## config.mk

```make
export PLATFORM = sky130hd
export DESIGN_NAME = config_frame_loader
export DESIGN_NICKNAME = d
export VERILOG_FILES = /design/src/rtl/config_frame_pkg.sv /design/src/rtl/cfg_word_assembler.sv /design/src/rtl/config_frame_loader.sv
export SDC_FILE = /design/constraint.sdc
export NUM_CORES = 1
export LEC_CHECK = 0
export CAP_MARGIN = 20
export CORE_ASPECT_RATIO = 1.25
export CORE_UTILIZATION = 45
export DETAILED_ROUTE_END_ITERATION = 10
export PLACE_DENSITY_LB_ADDON = 0.3
export SETUP_SLACK_MARGIN = 0.2
export SLEW_MARGIN = 40
export SYNTH_ARGS = -nofsm -noshare
export SYNTH_HDL_FRONTEND = slang
export SYNTH_SLANG_ARGS = --single-unit
```

## constraint.sdc

```tcl
create_clock -name UserCLK -period 2.81 [get_ports UserCLK]
set_clock_uncertainty 0.2 [all_clocks]
set_input_delay 0.562 -clock UserCLK [delete_from_list [all_inputs] [get_ports UserCLK]]
set_output_delay 0.562 -clock UserCLK [all_outputs]
set_load 0.02 [all_outputs]
```

## src/rtl/config_frame_pkg.sv

```systemverilog
// Shared constants and types for the configuration frame loader.
package config_frame_pkg;

  localparam int unsigned BYTE_W = 8;
  localparam int unsigned WORD_W = 32;

  localparam logic [31:0] SYNC_WORD = 32'hFAB0_FAB1;

  // Header field positions
  localparam int unsigned DESYNC_BIT = 31;
  localparam int unsigned COL_HI     = 15;
  localparam int unsigned COL_LO     = 8;
  localparam int unsigned FRM_HI     = 4;
  localparam int unsigned FRM_LO     = 0;

  localparam int unsigned COL_W = COL_HI - COL_LO + 1;
  localparam int unsigned FRM_W = FRM_HI - FRM_LO + 1;

  typedef enum logic [1:0] {
    HUNT   = 2'd0,
    HEADER = 2'd1,
    DATA   = 2'd2,
    STROBE = 2'd3
  } state_e;

endpackage

```

## src/rtl/cfg_word_assembler.sv

```systemverilog
// Byte-to-word assembler: 2-bit byte counter plus shift history.
// word/window include the byte being accepted this cycle, so the FSM can act
// on the same edge that accepts the last byte of a word.
module cfg_word_assembler
  import config_frame_pkg::*;
(
  input  logic                UserCLK,
  input  logic                resetn,
  input  logic [BYTE_W-1:0]   in_data,
  input  logic                accept,
  input  logic                clear,
  output logic [WORD_W-1:0]   word,
  output logic                word_valid,
  output logic [WORD_W-1:0]   window
);

  localparam int unsigned HistW = WORD_W - BYTE_W;

  logic [1:0]       byte_cnt_q;
  logic [HistW-1:0] hist_q;

  // Byte history and position within the current word
  always_ff @(posedge UserCLK) begin
    if (!resetn) begin
      byte_cnt_q <= 2'd0;
      hist_q     <= '0;
    end else if (clear) begin
      byte_cnt_q <= 2'd0;
      hist_q     <= '0;
    end else if (accept) begin
      byte_cnt_q <= byte_cnt_q + 2'd1;
      hist_q     <= {hist_q[HistW-BYTE_W-1:0], in_data};
    end
  end

  // Current 4-byte view, big-endian, newest byte in the LSBs
  always_comb begin
    window     = {hist_q, in_data};
    word       = {hist_q, in_data};
    word_valid = accept && (byte_cnt_q == 2'd3);
  end

endmodule

```

## src/rtl/config_frame_loader.sv

```systemverilog
// Bitstream front end: sync hunt, header decode, frame assembly and strobe.
module config_frame_loader
  import config_frame_pkg::*;
#(
  parameter int unsigned NumRows         = 2,
  parameter int unsigned NumColumns      = 4,
  parameter int unsigned MaxFramesPerCol = 20
) (
  input  logic                                  UserCLK,
  input  logic                                  resetn,
  input  logic [7:0]                            in_data,
  input  logic                                  in_valid,
  output logic                                  in_ready,
  output logic [32*NumRows-1:0]                 FrameData,
  output logic [NumColumns*MaxFramesPerCol-1:0] FrameStrobe,
  output logic                                  cfg_done,
  output logic                                  cfg_error
);

  localparam int unsigned DataW   = WORD_W * NumRows;
  localparam int unsigned StrobeW = NumColumns * MaxFramesPerCol;
  localparam int unsigned WcntW   = (NumRows > 1) ? $clog2(NumRows) : 1;

  state_e             state_q, state_d;
  logic [COL_W-1:0]   col_q, col_d;
  logic [FRM_W-1:0]   frm_q, frm_d;
  logic [WcntW-1:0]   wcnt_q, wcnt_d;
  logic [DataW-1:0]   frame_data_d;
  logic [StrobeW-1:0] strobe_d;
  logic               done_d, error_d;

  logic               accept_c;
  logic               asm_clear_c;
  logic [WORD_W-1:0]  word_c;
  logic               word_valid_c;
  logic [WORD_W-1:0]  window_c;
  logic [COL_W-1:0]   hdr_col_c;
  logic [FRM_W-1:0]   hdr_frm_c;
  logic               hdr_bad_c;
  logic [31:0]        strobe_idx_c;

  // Handshake: stall only during the strobe cycle or while in reset
  always_comb begin
    in_ready = resetn && (state_q != STROBE);
    accept_c = in_valid && in_ready;
  end

  cfg_word_assembler u_asm (
    .UserCLK    (UserCLK),
    .resetn     (resetn),
    .in_data    (in_data),
    .accept     (accept_c),
    .clear      (asm_clear_c),
    .word       (word_c),
    .word_valid (word_valid_c),
    .window     (window_c)
  );

  // Header field extraction, range check and full-width strobe index
  always_comb begin
    hdr_col_c    = word_c[COL_HI:COL_LO];
    hdr_frm_c    = word_c[FRM_HI:FRM_LO];
    hdr_bad_c    = (32'(hdr_col_c) >= NumColumns) ||
                   (32'(hdr_frm_c) >= MaxFramesPerCol);
    strobe_idx_c = 32'(col_q) * MaxFramesPerCol + 32'(frm_q);
  end

  // Next-state and next-output logic
  always_comb begin
    state_d      = state_q;
    col_d        = col_q;
    frm_d        = frm_q;
    wcnt_d       = wcnt_q;
    frame_data_d = FrameData;
    strobe_d     = '0;
    done_d       = cfg_done;
    error_d      = cfg_error;
    asm_clear_c  = 1'b0;

    case (state_q)
      HUNT: begin
        if (accept_c && (window_c == SYNC_WORD)) begin
          asm_clear_c = 1'b1;
          done_d      = 1'b0;
          error_d     = 1'b0;
          state_d     = HEADER;
        end
      end
      HEADER: begin
        // A repeated sync word is simply skipped
        if (word_valid_c && (word_c != SYNC_WORD)) begin
          if (word_c[DESYNC_BIT]) begin
            done_d  = 1'b1;
            state_d = HUNT;
          end else if (hdr_bad_c) begin
            error_d = 1'b1;
            state_d = HUNT;
          end else begin
            col_d   = hdr_col_c;
            frm_d   = hdr_frm_c;
            wcnt_d  = '0;
            state_d = DATA;
          end
        end
      end
      DATA: begin
        if (word_valid_c) begin
          for (int unsigned r = 0; r < NumRows; r++) begin
            if (wcnt_q == WcntW'(r)) begin
              frame_data_d[r*WORD_W +: WORD_W] = word_c;
            end
          end
          if (wcnt_q == WcntW'(NumRows - 1)) begin
            state_d = STROBE;
            for (int i = 0; i < int'(StrobeW); i++) begin
              strobe_d[i] = (32'(i) == strobe_idx_c);
            end
          end else begin
            wcnt_d = wcnt_q + WcntW'(1);
          end
        end
      end
      STROBE: begin
        state_d = HEADER;
      end
      default: begin
        state_d = HUNT;
      end
    endcase
  end

  // State and registered outputs
  always_ff @(posedge UserCLK) begin
    if (!resetn) begin
      state_q     <= HUNT;
      col_q       <= '0;
      frm_q       <= '0;
      wcnt_q      <= '0;
      FrameData   <= '0;
      FrameStrobe <= '0;
      cfg_done    <= 1'b0;
      cfg_error   <= 1'b0;
    end else begin
      state_q     <= state_d;
      col_q       <= col_d;
      frm_q       <= frm_d;
      wcnt_q      <= wcnt_d;
      FrameData   <= frame_data_d;
      FrameStrobe <= strobe_d;
      cfg_done    <= done_d;
      cfg_error   <= error_d;
    end
  end

endmodule

```

==> reports/qor.csv, run 1 <==
stage,metric,value,unit
grt,grt.total_usage,0.2471,
setup_path,worstSetupEndpoint,FrameStrobe[2]$_SDFF_PN0_,
logic_synthesis,ys_ff_latch,188,
sta,rsz0062_at_grt,yes,
logic_synthesis,syn_area,0.007013,mm2
final_layout,multiInputGateArea,0.003822,mm2
floorplanning,fp-row-count,50,
sta,fin_crit,3.068,ns
logic_synthesis,ys.warnings.count,0,
sta,relSlewSlack,0.5110,
logic_synthesis,synthTopCellsByArea,"dfxtp_1 (54%), nand2_1 (11%), nor4_1 (7.2%)",
detailed_routing,num_vias,6268,
clock_network,cts_sinks,188,
detailed_routing,drt_iter0_markers,448,
final_layout,fin_cells,1154,
setup_path,crit_path_frequent_cell,ha_4,
grt,grt_overflow,0,
place,dp_hpwl,12560,um
logic_synthesis,synth_edf_count,0,
clock_network,cts.clk_slew.worst_paths,0.06,ns
sta,setup_slack,-0.2576,ns
place,io_buffers,157,
sta,whs,0.2598,ns
place,place.gp.congestion,0.7952,
setup_path,reg2reg_depth,11,
logic_synthesis,synth_cells,758,
floorplanning,core,0.01508,mm2
detailed_routing,drc,0,
sta,finalCritPeriodShare,1.092,
logic_synthesis,seq_area_frac_synth,0.5367,
sta,setup_viol,80,
final_layout,fin_util,0.7061,
final_layout,final.fill_count,1080,
detailed_routing,antenna_left,0,
setup_path,rr_endpoint,FrameStrobe[2]$_SDFF_PN0_,
status,outcome,"finished, violations left",
logic_synthesis,syn_nets,792,
final_layout,diodes,0,
clock_network,htreeDepth,4,
clock_network,cts_made_buffers,17,
floorplanning,start_util,0.4651,
logic_synthesis,synthTopCellsByCount,"nand2_1 (204), dfxtp_1 (188), nor4_1 (81), a21boi_0 (66), clkbuf_1 (47)",
setup_path,cp-start-kind,flip-flop,
final_layout,seq_area,0.003771,mm2
clock_network,cts_hold_buf,0,
final_layout,nNetsFinal,970,
final_layout,areaGrowthSynthToFinish,51.79,%
setup_path,slowest_delay,0.45,ns
final_layout,drive_gt1_frac,0.1924,
place,dp_cells,1112,
setup_path,startpoint,col_q[1]$_SDFFE_PN0P_,
sta,finalMaxSlewViolations,0,
floorplanning,die_h,141.6,um
sta,worstMarginPinSlew,0.7309,ns
sta,hold_viol_final,0,
logic_synthesis,synth_top_area_frac,0.5367,
setup_path,path_cells,ha_4 > ha_4 > inv_2 > fa_2 > xor2_2 > or4_4 > mux2i_4 > nand4_4 > buf_6 > buf_16 > nor4_2,
grt,grt_pass1_wl,30760,um
setup_path,path_class,reg2reg,
floorplanning,io_pins,158,
sta,fmaxAchievable,0.3260,GHz
grt,antenna_found_initial,0,
logic_synthesis,ys_types,42,
worst_hold_path,min_path_type,reg2reg,
power_and_ir_drop,p_per_area,475.2,mW/mm2
floorplanning,die_area,0.01609,mm2
setup_path,r2r_setup_slack,-0.26,ns
detailed_routing,via_per_inst,5.432,
logic_synthesis,ys_async_sr_fraction,0,
detailed_routing,routedWlPerCell,18.71,um
setup_path,crit_path_max_fanout,14,
clock_network,cts_tree,done,
setup_path,timing.rr.start,col_q[1]$_SDFFE_PN0P_,
setup_path,crit_arrival,3.19,ns
setup_path,crit_slowest_cell,or4_4,
floorplanning,die_w,113.7,um
logic_synthesis,synth.most_common_cell,nand2_1,
job,drv_cap,0,
clock_network,cts_buffer_depth,2,
logic_synthesis,synth_flop_cell,dfxtp_1,
grt,grt_max_degree,47,
power_and_ir_drop,power_leakage,3.574,nW
setup_path,endpoint_kind,flip-flop,
clock_network,root_buffer,clkbuf_16,
status,violations,setup timing,
detailed_routing,wl,21600,um
logic_synthesis,syn_avg_cell_area,9.252,um2
power_and_ir_drop,peakVddDrop,0.2778,mV
detailed_routing,drt_pass1_iterations,7,
clock_network,insertion_delay,0.43,ns
setup_path,cp.required,2.93,ns
grt,grt_pass1_vias,5781,
logic_synthesis,yosysTopAreaCell,dfxtp_1,
==> flip-flops by register name, indices dropped and copies added (netlist names) <==
name,count
state_q,2
FrameStrobe,80
cfg_done,1
u_asm.hist_q,24
wcnt_q,1
frm_q,5
FrameData,64
col_q,8
u_asm.byte_cnt_q,2
cfg_error,1
==> cells in the final DEF (no fill, tap or decap), types with 4 or more instances in the layout <==
master             n
nor2b_1           13
nor3_1             6
buf_4             41
nor2_1             8
ha_1              17
nand2_1          201
a21oi_1           28
clkdlybuf4s50_1  155
ha_4               4
o21ai_0            5
buf_6              4
and3_1             8
nand3_1            7
inv_1              4
nand4_1            4
buf_12             4
nor4_1            11
xnor2_1            4
nor4_2            36
clkinv_4           4
dfxtp_1          184
clkbuf_16         22
a21o_1             4
nor4bb_1           4
nor4_4            34
mux2i_1            9
a21boi_0          66
==> area by class of cell <==
| class | instances | share of cell area |
|---|---|---|
| clock buffer | 21 | 0.04419 |
| clock inverter | 8 | 0.005994 |
| inverter | 5 | 0.001763 |
| multi-input combinational | 509 | 0.3591 |
| sequential | 188 | 0.3543 |
| tap | 208 | 0.02445 |
| timing repair buffer | 215 | 0.2103 |
==> critical path, delay by kind of cell, from the launching register on <==
kind                     cells  cell delay, ns
buffers and inverters        3            0.40
adder cells (fa/ha/maj)      3            0.79
multiplexers                 1            0.19
flip-flops                   1            0.35
AND/OR/NAND/NOR              3            0.88
XOR/XNOR                     1            0.17
==> power breakdown <==
group / switching [mW] / internal (mW) / leakage [nW]
clock network: 1.02 / 1.19 / 0.257
registers: 0.0191 / 2.67 / 1.52
logic: 0.0783 / 0.0706 / 1.80
==> layer usage <==
layer	GRT usage	part of all wire	vias to the layer above	routed length [um]
met5	0	0	-	0
met2	0.4409	0.53	224	11380
met3	0.06151	0.057	57	1235
met4	0.08587	0.031	0	673
li1	-	-	2982	-
met1	0.2853	0.38	3005	8304
==> repair_timing <==
item / 4_1_cts / 5_1_grt
resized for setup: 72 / 57
pin swaps: 12 / 4
gates cloned: 3 / 6
setup endpoints to repair: 81 / 82
buffers inserted: 2 / 2
endpoints found under the hold margin: 0 / 0
==> cells by family after synthesis <==
| family | synth area share |
|---|---|
| compound gates | 0.1083 |
| mux | 0.01481 |
| xor+xnor | 0.01124 |
| flops | 0.5367 |
| buf+inv | 0.04139 |
| simple gates | 0.2444 |
| fa+ha+maj | 0.04318 |
==> worst min-delay path by stage <==
| stage | start | to | slack (ns) | depth (start not counted) |
|---|---|---|---|---|
| finish | FrameData[1]$_SDFFE_PN0P_ | FrameData[1]$_SDFFE_PN0P_ | 0.26 | 2 |
| global route | FrameData[35]$_SDFFE_PN0P_ | FrameData[35]$_SDFFE_PN0P_ | 0.29 | 2 |
| CTS | FrameData[1]$_SDFFE_PN0P_ | FrameData[1]$_SDFFE_PN0P_ | 0.26 | 2 |
| detailed placement | FrameData[1]$_SDFFE_PN0P_ | FrameData[1]$_SDFFE_PN0P_ | 0.26 | 2 |
| global placement | u_asm.byte_cnt_q[1]$_SDFFE_PP0P_ | u_asm.byte_cnt_q[1]$_SDFFE_PP0P_ | 0.25 | 2 |
| floorplan | u_asm.byte_cnt_q[1]$_SDFFE_PP0P_ | u_asm.byte_cnt_q[1]$_SDFFE_PP0P_ | 0.24 | 2 |
==> per-stage QoR <==
| step | setup WS [ns] | area, um2 | TNS [ns] | total power [mW] |
|---|---|---|---|---|
| after detailed placement | -0.1812 | 9025 | -6.616 | 2.898 |
| after global routing | -0.3313 | 10650 | -16.28 | 5.213 |
| final | -0.2576 | 10650 | -10.72 | 5.058 |
| after CTS | -0.1292 | 10090 | -5.896 | 5.057 |
| after floorplan | -0.07040 | 7064 | -2.395 | 2.830 |
| after global placement | -0.1331 | 9025 | -3.001 | 2.896 |
Note: power is estimated with default switching activity, not from simulation.
==> inputs of run 2 (changes only) <==
Settings changed: ABC_CLOCK_PERIOD_IN_PS set to 2810.
==> results of run 2 <==
Final layout, timing and power as in run 1 (identical DEF).
